===== config.mk =====
export PLATFORM = sky130hd
export DESIGN_NAME = decode_stage
export DESIGN_NICKNAME = d
export VERILOG_FILES = /design/src/rtl/decode_stage.sv
export SDC_FILE = /design/constraint.sdc
export NUM_CORES = 2
export LEC_CHECK = 0
export CORE_MARGIN = 1.5
export CORE_UTILIZATION = 45
export CTS_BUF_LIST = sky130_fd_sc_hd__clkbuf_4
export DETAILED_ROUTE_END_ITERATION = 8
export PLACE_DENSITY_LB_ADDON = 0.25
export RECOVER_POWER = 100
export SYNTH_ARGS = -nofsm -noshare
export SYNTH_HDL_FRONTEND = slang
export SYNTH_SLANG_ARGS = --single-unit
export TNS_END_PERCENT = 30

===== constraint.sdc =====
create_clock -name i_clock -period 3.7 [get_ports i_clock]
set_input_delay 0.74 -clock i_clock [delete_from_list [all_inputs] [get_ports i_clock]]
set_output_delay 0.74 -clock i_clock [all_outputs]
set_load 0.005 [all_outputs]

===== src/rtl/decode_stage.sv =====
// decode_stage: MIPS instruction decode stage.
// Holds the 32-entry register file with one write-back port and a same-cycle
// write-to-read bypass. It decodes the opcode into control signals, extends
// the immediate, and registers everything into the ID/EX pipeline register.
module decode_stage #(
  parameter int NB_DATA     = 32,
  parameter int NB_REG_ADDR = 5,
  parameter int NB_PC       = 32
) (
  input  logic                   i_clock,
  input  logic                   i_reset,
  input  logic [NB_DATA-1:0]     i_instruction,
  input  logic [NB_PC-1:0]       i_pc_next,
  input  logic                   i_valid,
  input  logic                   i_stall,
  input  logic                   i_flush,
  input  logic                   i_wb_write,
  input  logic [NB_REG_ADDR-1:0] i_wb_addr,
  input  logic [NB_DATA-1:0]     i_wb_data,
  output logic                   o_valid,
  output logic [NB_PC-1:0]       o_pc_next,
  output logic [NB_DATA-1:0]     o_rs_data,
  output logic [NB_DATA-1:0]     o_rt_data,
  output logic [NB_DATA-1:0]     o_imm_ext,
  output logic [NB_PC-1:0]       o_jump_target,
  output logic [NB_REG_ADDR-1:0] o_rs,
  output logic [NB_REG_ADDR-1:0] o_rt,
  output logic [NB_REG_ADDR-1:0] o_rd,
  output logic [4:0]             o_shamt,
  output logic [5:0]             o_funct,
  output logic                   o_reg_write,
  output logic                   o_mem_read,
  output logic                   o_mem_write,
  output logic                   o_mem_to_reg,
  output logic                   o_alu_src,
  output logic                   o_reg_dst,
  output logic                   o_branch,
  output logic                   o_jump,
  output logic [2:0]             o_alu_op
);

  localparam int NREGS = 2 ** NB_REG_ADDR;

  localparam logic [5:0] OP_RTYPE = 6'b000000;
  localparam logic [5:0] OP_LW    = 6'b100011;
  localparam logic [5:0] OP_SW    = 6'b101011;
  localparam logic [5:0] OP_BEQ   = 6'b000100;
  localparam logic [5:0] OP_ADDI  = 6'b001000;
  localparam logic [5:0] OP_ANDI  = 6'b001100;
  localparam logic [5:0] OP_ORI   = 6'b001101;
  localparam logic [5:0] OP_J     = 6'b000010;

  localparam logic [2:0] ALU_ADD  = 3'b000;
  localparam logic [2:0] ALU_SUB  = 3'b001;
  localparam logic [2:0] ALU_FUNC = 3'b010;
  localparam logic [2:0] ALU_AND  = 3'b011;
  localparam logic [2:0] ALU_OR   = 3'b100;

  // One ID/EX pipeline entry.
  typedef struct packed {
    logic                   valid;
    logic [NB_PC-1:0]       pc_next;
    logic [NB_DATA-1:0]     rs_data;
    logic [NB_DATA-1:0]     rt_data;
    logic [NB_DATA-1:0]     imm_ext;
    logic [NB_PC-1:0]       jump_target;
    logic [NB_REG_ADDR-1:0] rs;
    logic [NB_REG_ADDR-1:0] rt;
    logic [NB_REG_ADDR-1:0] rd;
    logic [4:0]             shamt;
    logic [5:0]             funct;
    logic                   reg_write;
    logic                   mem_read;
    logic                   mem_write;
    logic                   mem_to_reg;
    logic                   alu_src;
    logic                   reg_dst;
    logic                   branch;
    logic                   jump;
    logic [2:0]             alu_op;
  } idex_t;

  // Instruction fields.
  logic [5:0]             opcode;
  logic [NB_REG_ADDR-1:0] rs_addr;
  logic [NB_REG_ADDR-1:0] rt_addr;

  assign opcode  = i_instruction[31:26];
  assign rs_addr = i_instruction[25:21];
  assign rt_addr = i_instruction[20:16];

  // The register file is a flop array: it must clear asynchronously on reset.
  // Entry 0 is never written and is also forced to zero on read.
  logic [NB_DATA-1:0] rf_q [0:NREGS-1];
  logic               wb_en;

  assign wb_en = i_wb_write && (i_wb_addr != '0);

  // Register file write port. A stall does not block write-back.
  always_ff @(posedge i_clock or negedge i_reset) begin
    if (!i_reset) begin
      for (int i = 0; i < NREGS; i++) begin
        rf_q[i] <= '0;
      end
    end else if (wb_en) begin
      rf_q[i_wb_addr] <= i_wb_data;
    end
  end

  // Read ports: r0 reads as zero, and a same-cycle write-back is bypassed.
  logic [NB_DATA-1:0] rs_rdata;
  logic [NB_DATA-1:0] rt_rdata;

  // rs read port with bypass.
  always_comb begin
    rs_rdata = rf_q[rs_addr];
    if (rs_addr == '0) begin
      rs_rdata = '0;
    end else if (wb_en && (i_wb_addr == rs_addr)) begin
      rs_rdata = i_wb_data;
    end
  end

  // rt read port with bypass.
  always_comb begin
    rt_rdata = rf_q[rt_addr];
    if (rt_addr == '0) begin
      rt_rdata = '0;
    end else if (wb_en && (i_wb_addr == rt_addr)) begin
      rt_rdata = i_wb_data;
    end
  end

  // Decode the current instruction into a full ID/EX entry.
  idex_t dec;
  logic  zero_ext;

  always_comb begin
    dec             = '0;
    dec.valid       = 1'b1;
    dec.pc_next     = i_pc_next;
    dec.rs_data     = rs_rdata;
    dec.rt_data     = rt_rdata;
    dec.jump_target = {i_pc_next[NB_PC-1:28], i_instruction[25:0], 2'b00};
    dec.rs          = rs_addr;
    dec.rt          = rt_addr;
    dec.rd          = i_instruction[15:11];
    dec.shamt       = i_instruction[10:6];
    dec.funct       = i_instruction[5:0];
    zero_ext        = 1'b0;
    case (opcode)
      OP_RTYPE: begin
        dec.reg_write = 1'b1;
        dec.reg_dst   = 1'b1;
        dec.alu_op    = ALU_FUNC;
      end
      OP_LW: begin
        dec.reg_write  = 1'b1;
        dec.mem_read   = 1'b1;
        dec.mem_to_reg = 1'b1;
        dec.alu_src    = 1'b1;
        dec.alu_op     = ALU_ADD;
      end
      OP_SW: begin
        dec.mem_write = 1'b1;
        dec.alu_src   = 1'b1;
        dec.alu_op    = ALU_ADD;
      end
      OP_BEQ: begin
        dec.branch = 1'b1;
        dec.alu_op = ALU_SUB;
      end
      OP_ADDI: begin
        dec.reg_write = 1'b1;
        dec.alu_src   = 1'b1;
        dec.alu_op    = ALU_ADD;
      end
      OP_ANDI: begin
        dec.reg_write = 1'b1;
        dec.alu_src   = 1'b1;
        dec.alu_op    = ALU_AND;
        zero_ext      = 1'b1;
      end
      OP_ORI: begin
        dec.reg_write = 1'b1;
        dec.alu_src   = 1'b1;
        dec.alu_op    = ALU_OR;
        zero_ext      = 1'b1;
      end
      OP_J: begin
        dec.jump   = 1'b1;
        dec.alu_op = ALU_ADD;
      end
      default: begin
        // Unknown opcodes flow down the pipe as a valid nop.
      end
    endcase
    if (zero_ext) begin
      dec.imm_ext = {{(NB_DATA-16){1'b0}}, i_instruction[15:0]};
    end else begin
      dec.imm_ext = {{(NB_DATA-16){i_instruction[15]}}, i_instruction[15:0]};
    end
  end

  // Next ID/EX entry: a flush beats a stall; an invalid fetch loads a bubble.
  idex_t idex_q;
  idex_t idex_d;

  always_comb begin
    idex_d = dec;
    if (i_flush) begin
      idex_d = '0;
    end else if (i_stall) begin
      idex_d = idex_q;
    end else if (!i_valid) begin
      idex_d = '0;
    end
  end

  // ID/EX pipeline register.
  always_ff @(posedge i_clock or negedge i_reset) begin
    if (!i_reset) begin
      idex_q <= '0;
    end else begin
      idex_q <= idex_d;
    end
  end

  assign o_valid       = idex_q.valid;
  assign o_pc_next     = idex_q.pc_next;
  assign o_rs_data     = idex_q.rs_data;
  assign o_rt_data     = idex_q.rt_data;
  assign o_imm_ext     = idex_q.imm_ext;
  assign o_jump_target = idex_q.jump_target;
  assign o_rs          = idex_q.rs;
  assign o_rt          = idex_q.rt;
  assign o_rd          = idex_q.rd;
  assign o_shamt       = idex_q.shamt;
  assign o_funct       = idex_q.funct;
  assign o_reg_write   = idex_q.reg_write;
  assign o_mem_read    = idex_q.mem_read;
  assign o_mem_write   = idex_q.mem_write;
  assign o_mem_to_reg  = idex_q.mem_to_reg;
  assign o_alu_src     = idex_q.alu_src;
  assign o_reg_dst     = idex_q.reg_dst;
  assign o_branch      = idex_q.branch;
  assign o_jump        = idex_q.jump;
  assign o_alu_op      = idex_q.alu_op;

endmodule


# Word-level counts from Yosys, hierarchy flattened
# Cells that the tools add are included.
[totals]
input_bits = 107
elab_cells = 106
out_inout_bits = 198
register_bits = 1222
[op_classes]
n_bitwise = 3
n_lt_le_gt_ge = 4
reduce_logical = 11
n_eq_ne = 10
mux = 26
[ops]
columns = ["cell", "n"]
rows = [
  ["$bwmux 1024", 1],
  ["$mux 198", 3],
  ["$bmux 32 s5", 2],
  ["$mux 32", 10],
  ["$demux 32 s5", 1],
  ["$eq 6x4->1 const B", 3],
  ["$ge 6x6->1 const B", 3],
  ["$not 5->6", 3],
  ["$eq 6x6->1 const B", 2],
  ["$pmux 3 s4", 1],
  ["$eq 5x5->1", 2],
  ["$logic_not 5->1", 2],
  ["$reduce_or 5->1", 2],
  ["$mux 1", 8],
  ["$eq 6x2->1 const B", 1],
  ["$eq 6x3->1 const B", 1],
  ["$logic_not 6->1", 1],
  ["$lt 6x1->1 const B", 1],
  ["$reduce_bool 5->1", 1],
  ["$logic_and 1x1->1", 4],
  ["$ne 2x1->1 const B", 1],
  ["$reduce_or 2->1", 1],
]

# Longest topological paths before layout
[logic_depth]
word_depth = 9
mapped_depth = 9

# Worst setup path before layout
# Ideal clock, no wire load.
[synth_timing]
path_kind = "input-to-reg"
from = "in i_instruction[21]"
to = "reg idex_q, in the netlist o_rs_data[10]"
setup_ns = 0.141
setup_slack_ns = 1.136
path_buffers = 4
arrival_ns = 2.423
t_required_ns = 3.559
stages = 7
path_cell_list = "buf_2 buf_6 buf_6 buf_2 mux4_2 a221oi_1 o311ai_1"
[synth_via]
elab_chain_cells = 9
elab_cells_between_ends = 12
cone_classes = "eq/ne: 1; mux: 8; bitwise: 1; reduce/logical: 2"
[synth_lines]
columns = ["item", "line_no", "rtl"]
rows = [
  ["from (decl)", "12", "input logic [NB_DATA-1:0] i_instruction,"],
  ["$not 5->6 (not written as such)", "116", "rs_rdata = rf_q[rs_addr];"],
  ["$bmux 32 s5", "116", ""],
  ["$mux 32 (not written as such) (2 in series)", "116", ""],
  ["$mux 32", "119", "end else if (wb_en && (i_wb_addr == rs_addr)) begin"],
  ["$mux 32 *", "117", "if (rs_addr == '0) begin"],
  ["$mux 198 *", "215", "end else if (!i_valid) begin"],
  ["$mux 198 *", "213", "end else if (i_stall) begin"],
  ["$mux 198 *", "211", "if (i_flush) begin"],
  ["to (signal assigned)", "225", "idex_q <= idex_d;"],
  ["to (decl)", "206", "idex_t idex_q;"],
]
# Mark *: on every way between the ends. The rest lies on a longest branch, timed or not. The select of a mux whose other input is x is not followed.
# A chain may end at the register's enable or synchronous reset.

# Worst setup path in the final report
[layout_timing]
from = "in i_wb_write"
to = "reg rf_q[609] (netlist name)"
[layout_via]
elab_chain_cells = 1
[layout_lines]
columns = ["item", "line_no", "rtl"]
rows = [
  ["from (decl)", "17", "input logic i_wb_write,"],
  ["$logic_and 1x1->1", "97", "assign wb_en = i_wb_write && (i_wb_addr != '0);"],
  ["to (signal, indexed assignment)", "106", "rf_q[i_wb_addr] <= i_wb_data;"],
  ["to (decl)", "94", "logic [NB_DATA-1:0] rf_q [0:NREGS-1];"],
]
# Every way passes these cells.

==> results.cfg <==
[status]
run_status = finished with violations
violations = max-capacitance violations, max-slew violations

[cells_and_area]
final_common_cell = dfrtp_1
drive_above_1_share_pct = 46.3
final_cell_mix = dfrtp_1, mux2_2, clkbuf_4
design_area_mm2 = 0.0691
area_delta_synth_final_pct = 15.6
finalNetCount = 4574
n_fill_cell = 11100

[synth]
synth_area_leaders = dfrtp_1, mux2_2, mux4_2
yosys_warnings = 0
seq_area_frac_synth_pct = 48.5
synthSimpleGateAreaFrac_pct = 1.84
syn_inst = 4086
synth_edf_count = 0
synth_adder_area_share_pct = 0
netlist_area_mm2 = 0.0598
synth_top_area_share_pct = 48.5
syn-mean-instance-area_um2 = 14.6
synth_compound_area_share_pct = 6.49
synth_top_area_cell = dfrtp_1
synth.distinct_cells = 43
synthMuxAreaShare_pct = 38.6
async_flop_share_pct = 100
ys_ff_latch = 1158
synth_top_family_by_area = multiplexers
ys.flop_type = dfrtp_1
synthXorXnorAreaFrac_pct = 0.161

[setup_path]
critPathSlowestCell = clkbuf_1
crit_arrival_ns = 4.68
setup.worst_path.start_class = input pin
crit_family = buffers and inverters
slowest_delay_ns = 2.00
worst-path-buf-inv = 3
regToRegSetupSlack_ns = 1.53
cp_max_fo = 24
crit_type = input pin to register
endpoint_kind = register
crit_chain = dlygate4sd3_1, inv_1, or3_1, nor2_4, clkbuf_1, mux2_2
cp.required_ns = 4.85

[cts]
cts_buffers = 332
htree_levels = 5
cts_sinks = 1158
clockRootBuffer = clkbuf_4
ctsResizeCount = 0
hold_buffers = 49
cts_setup_buffers = 0
insertion_delay_ns = 1.33
cts_tree = built
path_clk_slew_ns = 0.06
clock_path_buffers = 4

[power_and_ir_drop]
ir_drop_mv = 0.195
pwr_density_cell_mw_per_mm2 = 505
p_leak_nw = 30.5

[sta]
finalMaxSlewViolations = 752
relSlewSlack_pct = -111
rsz0062_at_grt = false
finalSetupTns_ns = 0
max_freq_mhz = 283
post-route-min-period_ns = 3.54
finalClockSkew_ns = 0.0780
setup_viol_count_final = 0
tightestPinTransition_ns = 3.16
min_period_over_period_pct = 95.6
whs_ns = 0.152
final-hold-violation-count = 0

[die]
die_x_um = 367
die_area_mm2 = 0.135
fp-row-count = 133
die_y_um = 367
core_area_mm2 = 0.132
io_pins = 305
start_util_pct = 45.4

[global_routing]
grt_pass1_vias = 42800
grt_pass1_wl_um = 298000
overflow = 0
grt_max_degree = 124
grt_use_total_pct = 30.2
antenna_found_initial = 14

[route]
viasPerCell = 6.47
drc_errors = 0
wire_per_inst_um = 31.7
drtIter0Drc = 3909
vias = 41800
routed_wl_um = 205000
postRouteAntennaNets = 0
drtPass1Iterations = 7

[placement]
dp_hpwl_um = 121000
gp_congestion = 0.835
port-buffer-count = 302
place_area_mm2 = 0.0653

[job]
max_cap_viol_count = 28

[min_path]
hold_class = input pin to register
sequential cells by signal, indices dropped and copies added (netlist names):
signal	flops
o_alu_op	3
o_alu_src	1
o_branch	1
o_imm_ext	17
o_jump	1
o_jump_target	3
o_mem_read	1
o_mem_write	1
o_pc_next	31
o_reg_dst	1
o_reg_write	1
o_rs	4
o_rs_data	32
o_rt	4
o_rt_data	32
o_valid	1
rf_q	1024
layer usage:
metal	up-vias	share of wire, %	track usage (%)
met5	-	0.18	0.392
met4	12	3.7	11.2
met3	501	9.7	8.69
met2	2156	45	45.5
met1	22300	41	41.5
li1	16800	-	-
cells by family (layout without fill, tap and decap cells):
logic type | Yosys count | count (layout)
AO/OA/AOI/OAI | 461 | 461
XOR/XNOR | 11 | 11
buffers and inverters | 544 | 1140
flip-flops | 1158 | 1158
multiplexers | 1696 | 1696
other | 1 | 26
AND/OR/NAND/NOR | 215 | 215
cells in the mapped netlist, types with 64 or more instances:
cell and instances:
a221oi_1 64, o22ai_1 64, o311ai_1 64, nand4_1 65, a22o_1 127, mux2i_1 256
nand2_1 86, a2111oi_0 64, mux4_2 384, buf_4 104, clkbuf_1 307, o221ai_1 64
dfrtp_1 1158, mux2_2 1056
through the flow:
stage	total power, mW	utilization, %	instances	setup WS, ns
after CTS	35.1	52.9	6438	0.272
after detailed placement	23.4	49.6	5839	0.356
after global routing	36.6	52.5	6445	0.143
after global placement	23.1	49.6	5839	0.383
after floorplan	21.1	-	4087	1.14
final	34.9	52.5	6462	0.163
worst paths after layout:
path / startpoint / endpoint / cells past startpoint
max: i_wb_write / rf_q[609]$_DFFE_PN0P_ / 6
min: i_pc_next[15] / o_pc_next[15]$_DFFE_PN0P_ / 2
max reg2reg: rf_q[703]$_DFFE_PN0P_ / o_rt_data[31]$_DFFE_PN0P_ / 4
min reg2reg: rf_q[1017]$_DFFE_PN0P_ / rf_q[1017]$_DFFE_PN0P_ / 0
max in group asynchronous: i_reset / rf_q[182]$_DFFE_PN0P_ / 4
min in group asynchronous: i_reset / o_rs_data[26]$_DFFE_PN0P_ / 3
final cells by class:
cell class / count / area [um2] / area share [%]
antenna: 24 / 60.1 / 0.0869
clock buffer: 479 / 3600 / 5.20
clock inverter: 71 / 328 / 0.474
inverter: 4 / 15.0 / 0.0217
multi-input combinational: 2385 / 28400 / 41.0
sequential: 1158 / 29000 / 41.9
tap: 1755 / 2200 / 3.18
timing repair buffer: 586 / 5580 / 8.07
worst register-to-register path, stage by stage, from the launching register on:
cell,delay [ns]
dfrtp_1,0.39
mux4_2,0.45
a22o_1,0.23
a2111oi_0,0.75
o311ai_0,0.20
power by group:
group | leakage, nW | internal, mW | switching, mW
registers | 15.0 | 14.9 | 1.61
clock network | 2.37 | 6.03 | 5.57
logic | 13.2 | 4.05 | 2.76
Note: power is estimated with default switching activity, not from simulation.
